`src/rtl/seg_scan.sv`:
```
// Multiplexed hex seven-segment scanner with frame-synchronous double-buffered load.
// Optional leading-zero blanking: define SEG_SCAN_LZ_BLANK_EN.
module seg_scan #(
  parameter int DIGITS = 4,
  parameter int DIV    = 50000
) (
  input  logic                  clk,
  input  logic                  rst_n,
  input  logic                  load,
  input  logic [4*DIGITS-1:0]   data_in,
  input  logic [DIGITS-1:0]     dp_in,
  output logic [7:0]            seg,
  output logic [DIGITS-1:0]     an,
  output logic                  frame_tick
);

  localparam int PW = (DIV > 1) ? $clog2(DIV) : 1;
  localparam int IW = (DIGITS > 1) ? $clog2(DIGITS) : 1;

  logic [PW-1:0]         pcnt;
  logic [IW-1:0]         idx;
  logic                  pend_v;
  logic [4*DIGITS-1:0]   pend_data;
  logic [DIGITS-1:0]     pend_dp;
  logic [4*DIGITS-1:0]   disp_data;
  logic [DIGITS-1:0]     disp_dp;
  logic                  wrap_q;

  logic                  tick;
  logic                  last;
  logic                  wrap;
  logic [3:0]            nib;
  logic [6:0]            glyph;

  assign tick = (pcnt == PW'(DIV - 1));
  assign last = (idx == IW'(DIGITS - 1));
  assign wrap = tick & last;
  assign nib  = disp_data[4*int'(idx) +: 4];

  function automatic logic [6:0] dec7(input logic [3:0] n);
    logic [6:0] s;
    case (n)
      4'h0: s = 7'h3F;
      4'h1: s = 7'h06;
      4'h2: s = 7'h5B;
      4'h3: s = 7'h4F;
      4'h4: s = 7'h66;
      4'h5: s = 7'h6D;
      4'h6: s = 7'h7D;
      4'h7: s = 7'h07;
      4'h8: s = 7'h7F;
      4'h9: s = 7'h6F;
      4'hA: s = 7'h77;
      4'hB: s = 7'h7C;
      4'hC: s = 7'h39;
      4'hD: s = 7'h5E;
      4'hE: s = 7'h79;
      default: s = 7'h71;
    endcase
    return s;
  endfunction

`ifdef SEG_SCAN_LZ_BLANK_EN
  logic [DIGITS-1:0] blank;
  logic              zrun;

  // Zero run from the top digit down; digit 0 always shows.
  always_comb begin
    blank = '0;
    zrun  = 1'b1;
    for (int k = DIGITS - 1; k >= 0; k--) begin
      zrun     = zrun & (disp_data[4*k +: 4] == 4'h0);
      blank[k] = zrun & (k != 0);
    end
  end

  assign glyph = blank[idx] ? 7'h00 : dec7(nib);
`else
  assign glyph = dec7(nib);
`endif

  always_ff @(posedge clk or negedge rst_n) begin
    if (!rst_n) begin
      pcnt       <= '0;
      idx        <= '0;
      pend_v     <= 1'b0;
      pend_data  <= '0;
      pend_dp    <= '0;
      disp_data  <= '0;
      disp_dp    <= '0;
      wrap_q     <= 1'b0;
      seg        <= 8'h00;
      an         <= '0;
      frame_tick <= 1'b0;
    end else begin
      pcnt <= tick ? '0 : pcnt + 1'b1;
      if (tick) idx <= last ? '0 : idx + 1'b1;

      if (wrap) begin
        if (load) begin
          disp_data <= data_in;
          disp_dp   <= dp_in;
        end else if (pend_v) begin
          disp_data <= pend_data;
          disp_dp   <= pend_dp;
        end
        pend_v <= 1'b0;
      end else if (load) begin
        pend_data <= data_in;
        pend_dp   <= dp_in;
        pend_v    <= 1'b1;
      end

      // frame_tick lines up with an returning to digit 0
      wrap_q     <= wrap;
      frame_tick <= wrap_q;
      an         <= DIGITS'(1) << idx;
      seg        <= {disp_dp[idx], glyph};
    end
  end

endmodule

```
`config.mk`:
```
export PLATFORM = sky130hd
export DESIGN_NAME = seg_scan
export DESIGN_NICKNAME = d
export VERILOG_FILES = /design/src/rtl/seg_scan.sv
export SDC_FILE = /design/constraint.sdc
export NUM_CORES = 1
export LEC_CHECK = 0
export CAP_MARGIN = 20
export CORE_ASPECT_RATIO = 1.75
export CORE_MARGIN = 4
export CORE_UTILIZATION = 60
export DETAILED_ROUTE_END_ITERATION = 12
export HOLD_SLACK_MARGIN = 0.1
export PLACE_DENSITY_LB_ADDON = 0.12
export SYNTH_ARGS = -nofsm -noshare
export SYNTH_HDL_FRONTEND = slang
export SYNTH_SLANG_ARGS = --single-unit
```
`constraint.sdc`:
```
create_clock -name clk -period 5.4 [get_ports clk]
set_input_delay 1.08 -clock clk [delete_from_list [all_inputs] [get_ports clk]]
set_output_delay 1.08 -clock clk [all_outputs]
set_load 0.02 [all_outputs]
```
==> results.py, run 1 <==
metrics = {
    "setup_path": {
        "worst_setup_path_end_kind": "register",
        "timing.critical_path.slowest_cell_delay_ns": 1.15,
        "worst-path-max-fanout": 22,
        "setup.worst_path.start_class": "input port",
        "crit_type": "in -> reg",
        "worst_path_max_delay_cell": "clkdlybuf4s50_1",
        "required_ns": 5.63,
        "critical_path_arrival_ns": 3.31,
        "cp_cell_sequence": "clkdlybuf4s50_1, nor2_1, or3_4, mux2_4",
    },
    "pwr": {
        "static_leakage_nw": 1.84,
        "pwr_density_cell_nw_per_um2": 256,
        "vdd_ir_drop_max_v": 0.000183,
    },
    "final_layout": {
        "area.growth.synth_to_final_pct": 15.4,
        "finalNetCount": 334,
        "drive_above_1_share_pct": 28.2,
        "antenna_cells_inserted": 0,
        "final_cell_count_no_fill": 377,
        "fillCellCount": 391,
    },
    "route": {
        "detailed_route_via_count": 2105,
        "wl_mm": 6.26,
        "viasPerCell": 5.58,
        "avgRoutedWirePerCell_um": 16.6,
        "drc_errors": 0,
        "detail_route.iter0.violations": 130,
        "detail-route-antenna-nets": 0,
        "dr.pass1.iters": 4,
    },
    "die": {
        "effective_utilization_at_floorplan_pct": 62.9,
        "ioPinCount": 36,
        "area_of_the_core_sq_um": 5630,
        "die_area_sq_um": 7250,
        "fp-row-count": 36,
        "die_h_um": 110,
        "die_width_um": 66.1,
    },
    "sta": {
        "hold_violations": 0,
        "slew_headroom_pct": 31.1,
        "rsz_0062_raised_after_global_routing": "no",
        "setup_viol": 0,
        "fin_hold_ws_ns": 0.355,
        "timing.setup.tns_ns": 0,
        "final_min_period_over_clock_period_pct": 57.1,
        "min_tclk_post_route_ns": 3.08,
        "highest_clock_rate_ghz": 0.324,
        "finalClockSkew_ns": 0.00776,
        "max_slew.worst_pin.slew_ns": 1.03,
        "slew_violations": 0,
    },
    "clock_network": {
        "cts_tree": "built",
        "clock-sinks": 73,
        "worst_skew_pair.late_latency_ns": 0.35,
        "h_tree_lvl_count": 3,
        "clk_pin_slew_ns": 0.07,
        "post_cts_hold_buffer_count": 0,
        "clock-root-buffer": "clkbuf_8",
        "cts_resized": 0,
        "cts_inserted_buffers": 9,
        "clock_path_buffers": 2,
        "post-cts-setup-buffer-count": 0,
    },
    "logic_synthesis": {
        "number_of_enable_type_register_cells_in_the_synthesized_netlist": 0,
        "netlist_area_before_placement_sq_um": 3540,
        "postSynth.topFlopCell": "dfrtp_1",
        "synth.yosys.seq_area_share_pct": 51.6,
        "synth_top_cells_by_count": "dfrtp_1, mux2_2, mux2_4",
        "synth.avg_cell_area_sq_um": 13.5,
        "async_reset_ff_share_pct": 100,
        "synth_top_area_share_pct": 51.6,
        "syn-num-nets": 297,
        "netlist-cell-type-count": 39,
        "postSynthCellCount": 262,
        "ys_top_cells_by_area": "dfrtp_1, mux2_2, mux2_4",
        "synth_area_leader_cell": "dfrtp_1",
        "synth_most_common_cell": "dfrtp_1",
        "yosys_warnings": 0,
        "yosys_register_bits": 73,
    },
    "grt": {
        "grt-ovfl-total": 0,
        "antenna_found_initial": 0,
        "grt_max_degree": 74,
        "globalRouteTotalUtil_pct": 20.0,
        "grt_pass1_wl_mm": 10.6,
        "via_count_of_the_first_global_routing_pass": 2287,
    },
    "worst_hold_path": {
        "min_path_type": "reg -> reg",
    },
    "placed_design": {
        "dp_cells": 364,
        "gp_routability_congestion": 0.761,
        "detailed_place_hpwl_mm": 4.41,
        "buffer_ports.inserted": 35,
    },
    "status": {
        "status": "finished clean",
    },
    "flow_run": {
        "maxCapViolations": 0,
    },
}
-- critical path, delay by kind of cell --
| kind | cells | cell delay, ns |
|---|---|---|
| buf+inv | 1 | 1.15 |
| simple gates | 2 | 0.71 |
| mux | 1 | 0.36 |
-- cell usage in the layout (no fill, tap or decap), types with 3 or more instances in the layout --
| cell type | n |
|---|---|
| o21ai_0 | 3 |
| mux2i_1 | 4 |
| clkbuf_8 | 10 |
| xnor2_1 | 8 |
| nand2_1 | 7 |
| nor2_1 | 12 |
| dfrtp_1 | 73 |
| xor2_1 | 8 |
| a21oi_1 | 7 |
| mux2_2 | 39 |
| mux4_2 | 6 |
| nand3_1 | 6 |
| clkdlybuf4s50_1 | 34 |
| inv_1 | 12 |
| mux2_4 | 18 |
| nor3_1 | 3 |
| nor4_1 | 3 |
| nand4_1 | 3 |
| ha_1 | 12 |
-- sequential cells by signal (all words and copies together) (netlist names) --
signal / cells
idx: 2
frame_tick: 1
pend_data: 16
seg: 8
pcnt: 16
pend_dp: 4
wrap_q: 1
disp_data: 16
an: 4
pend_v: 1
disp_dp: 4
-- power breakdown --
group          switching, W  total [W]  internal (W)
logic             0.0000462   0.000111     0.0000651
clock network      0.000181   0.000352      0.000171
registers         0.0000129   0.000585      0.000572
-- layer usage --
layer	up-vias	share of wire, %	GRT usage, %	wire [um]
met5	-	0	0	0
met4	0	2.2	9.88	137
met1	1063	38	21.2	2380
met3	11	3.1	5.32	192
met2	35	57	35.9	3550
li1	996	-	-	-
-- cells by family (layout without fill, tap and decap cells) --
kind of cell | count (synthesis) | in the layout | share of synthesized area, %
buffers and inverters | 22 | 61 | 2.86
muxes | 67 | 67 | 25.0
DFF | 73 | 73 | 51.6
and+or+nand+nor | 53 | 53 | 9.00
xor gates and xnor gates | 16 | 16 | 3.95
AOI/OAI and AO/OA | 19 | 19 | 3.43
adders and majority gates | 12 | 12 | 4.24
-- metrics by stage --
stage	cell area, sq um	util [%]	total power (W)	worst slack, ns
finish	4090	72.6	0.00105	2.32
global route	4090	72.6	0.00110	2.22
CTS	4090	72.6	0.00106	2.30
detailed placement	3940	70.0	0.000708	1.92
global placement	3940	70.0	0.000705	1.99
floorplan	3540	-	0.000658	3.23
-- worst paths after layout --
path	cells after the start	slack (ns)	from	to
worst max-delay path	4	2.32	load	disp_data[1]
worst min-delay path	0	0.36	wrap_q	frame_tick
worst max register to register	5	2.97	pcnt[0]	pend_data[12]
worst min register to register	0	0.36	wrap_q	frame_tick
max in group asynchronous	2	3.87	rst_n	pcnt[11]
min in group asynchronous	2	0.94	rst_n	pend_dp[1]
-- final cells by class --
type                            count  area (sq um)  area share, %
Tap cell                           76          95.1           2.33
Multi-Input combinational cell    167          1620           39.6
Clock inverter                      1          5.00          0.122
Sequential cell                    73          1830           44.7
Clock buffer                       12           145           3.55
Inverter                           12          45.0           1.10
Timing Repair Buffer               36           353           8.63
No activity file was read; power rests on OpenSTA's default activity.
==> inputs of run 2 (changes only) <==
--- a/config.mk
+++ b/config.mk
@@ -8,7 +8,7 @@
 export CAP_MARGIN = 20
 export CORE_ASPECT_RATIO = 1.75
 export CORE_MARGIN = 4
-export CORE_UTILIZATION = 60
+export CORE_UTILIZATION = 51
 export DETAILED_ROUTE_END_ITERATION = 12
 export HOLD_SLACK_MARGIN = 0.1
 export PLACE_DENSITY_LB_ADDON = 0.12
==> constraint.sdc (replaced) <==
create_clock -name clk -period 2.68 [get_ports clk]
set_input_delay 0.536 -clock clk [delete_from_list [all_inputs] [get_ports clk]]
set_output_delay 0.536 -clock clk [all_outputs]
set_load 0.02 [all_outputs]
==> results.py, run 2 (synthesized netlist as in run 1, its figures left out) <==
metrics = {
    "setup_path": {
        "worst_setup_path_end_kind": "register",
        "critical_path_arrival_ns": 2.59,
        "r2r.worst_path.cells": 5,
        "setup.worst_path.start_class": "register",
        "r2r-start": "pcnt[0]",
        "worst-path-max-fanout": 20,
        "worstReg2RegEnd": "pend_data[4]",
        "worst_path_max_delay_cell": "o21ai_2",
        "worst-path-buf-inv": 0,
        "required_ns": 2.89,
        "timing.critical_path.slowest_cell_delay_ns": 0.85,
        "setup.reg_to_reg.worst_slack_ns": 0.30,
        "cp_top_family": "compound AO/OA/AOI/OAI gates",
        "crit_type": "reg -> reg",
        "cp_cell_sequence": "ha_1, and3_1, nand4_2, o21ai_2, mux2_2",
    },
    "final_layout": {
        "antenna_cells_inserted": 0,
        "layout_common_cells": "dfrtp_1, mux2_2, clkdlybuf4s50_1, mux2_4",
        "layout_utilization_pct": 62.7,
        "final_common_cell": "dfrtp_1",
        "largest_registers": "disp_data: 16 flops, pcnt: 16 flops, pend_data: 16 flops",
        "fillCellCount": 579,
        "area.sequential_sq_um": 1830,
        "footprint_of_the_multi_input_gates_sq_um": 1620,
        "layout.cell_area.non_filler_sq_um": 4270,
        "finalNetCount": 339,
        "drive_above_1_share_pct": 29.7,
        "area.growth.synth_to_final_pct": 20.5,
    },
    "route": {
        "detail-route-antenna-nets": 0,
        "drc_errors": 0,
        "detail_route.iter0.violations": 83,
        "avgRoutedWirePerCell_um": 16.8,
        "viasPerCell": 5.39,
        "detailed_route_via_count": 2103,
        "wl_mm": 6.53,
        "dr.pass1.iters": 4,
    },
    "sta": {
        "min_tclk_post_route_ns": 2.38,
        "slew_headroom_pct": 28.9,
        "final_min_period_over_clock_period_pct": 88.8,
        "max_slew.worst_pin.slew_ns": 1.07,
        "rsz_0062_raised_after_global_routing": "no",
        "hold_violations": 0,
        "timing.setup.tns_ns": 0,
        "setup_viol": 0,
        "highest_clock_rate_ghz": 0.420,
        "slew_violations": 0,
        "fin_hold_ws_ns": 0.213,
        "finalClockSkew_ns": 0.00460,
    },
    "die": {
        "fp-row-count": 40,
        "die_width_um": 71.0,
        "die_h_um": 118,
        "area_of_the_core_sq_um": 6810,
        "effective_utilization_at_floorplan_pct": 52.1,
        "die_area_sq_um": 8400,
        "ioPinCount": 36,
    },
    "grt": {
        "grt_pass1_wl_mm": 11.3,
        "grt-ovfl-total": 0,
        "grt_max_degree": 34,
        "antenna_found_initial": 0,
        "globalRouteTotalUtil_pct": 17.5,
        "via_count_of_the_first_global_routing_pass": 2320,
    },
    "clock_network": {
        "cts_resized": 0,
        "clock_path_buffers": 2,
        "worst_skew_pair.late_latency_ns": 0.33,
        "h_tree_lvl_count": 3,
        "post-cts-setup-buffer-count": 0,
        "clock-sinks": 73,
        "cts_inserted_buffers": 9,
        "post_cts_hold_buffer_count": 0,
        "clock-root-buffer": "clkbuf_16",
        "clk_pin_slew_ns": 0.05,
        "cts_tree": "built",
    },
    "pwr": {
        "static_leakage_nw": 1.93,
        "post_layout_power_w": 0.00250,
        "pwr_density_cell_nw_per_um2": 584,
        "vdd_ir_drop_max_v": 0.000451,
    },
    "placed_design": {
        "detailed_place.area_sq_um": 4000,
        "gp_routability_congestion": 0.802,
        "buffer_ports.inserted": 35,
        "detailed_place_hpwl_mm": 4.77,
    },
    "status": {
        "status": "finished clean",
    },
    "worst_hold_path": {
        "min_path_type": "in -> async",
    },
    "flow_run": {
        "maxCapViolations": 0,
    },
}
==> run 2: cell types whose count changed in the layout (fill, tap and decap cells not counted), sizes merged <==
cell | previous run | this run
clkbuf | 12 | 13
buf | 2 | 7
clkinv | 1 | 0
==> run 2: per-layer routing <==
| metal | global-route usage, % | wire [um] | vias up |
|---|---|---|---|
| met5 | 0 | 0 | - |
| met4 | 8.12 | 115 | 0 |
| met3 | 4.43 | 197 | 5 |
| met2 | 31.1 | 3710 | 26 |
| met1 | 19.1 | 2510 | 1056 |
| li1 | - | - | 1016 |
==> run 2: stage by stage <==
stage,worst slack [ns],cells
2_1_floorplan,0.783,262
3_3_place_gp,0.346,377
3_5_place_dp,0.273,377
4_1_cts,0.267,390
5_1_grt,0.126,390
6_report,0.300,390
==> run 2: worst max-delay path by stage <==
stage	start	end	slack (ns)	cells after the start
after floorplan	idx[0]	seg[1]	0.78	7
after global placement	pcnt[10]	pend_data[12]	0.35	4
after detailed placement	pcnt[0]	pend_data[4]	0.27	5
after CTS	pcnt[0]	pend_data[4]	0.27	5
after global routing	pcnt[0]	pend_data[13]	0.13	5
final	pcnt[0]	pend_data[4]	0.30	5
==> run 2: area by class of cell <==
class                           instances  share of cell area, %
Inverter                               12                   1.06
Tap cell                               84                   2.46
Clock buffer                           13                   6.33
Timing Repair Buffer                   41                   9.44
Multi-Input combinational cell        167                   37.9
Sequential cell                        73                   42.8
==> run 2: report_power, final <==
part	switching [W]	internal, W
sequential	0.0000263	0.00115
combinational	0.0000943	0.000135
clock	0.000399	0.000686
total	0.000519	0.00198
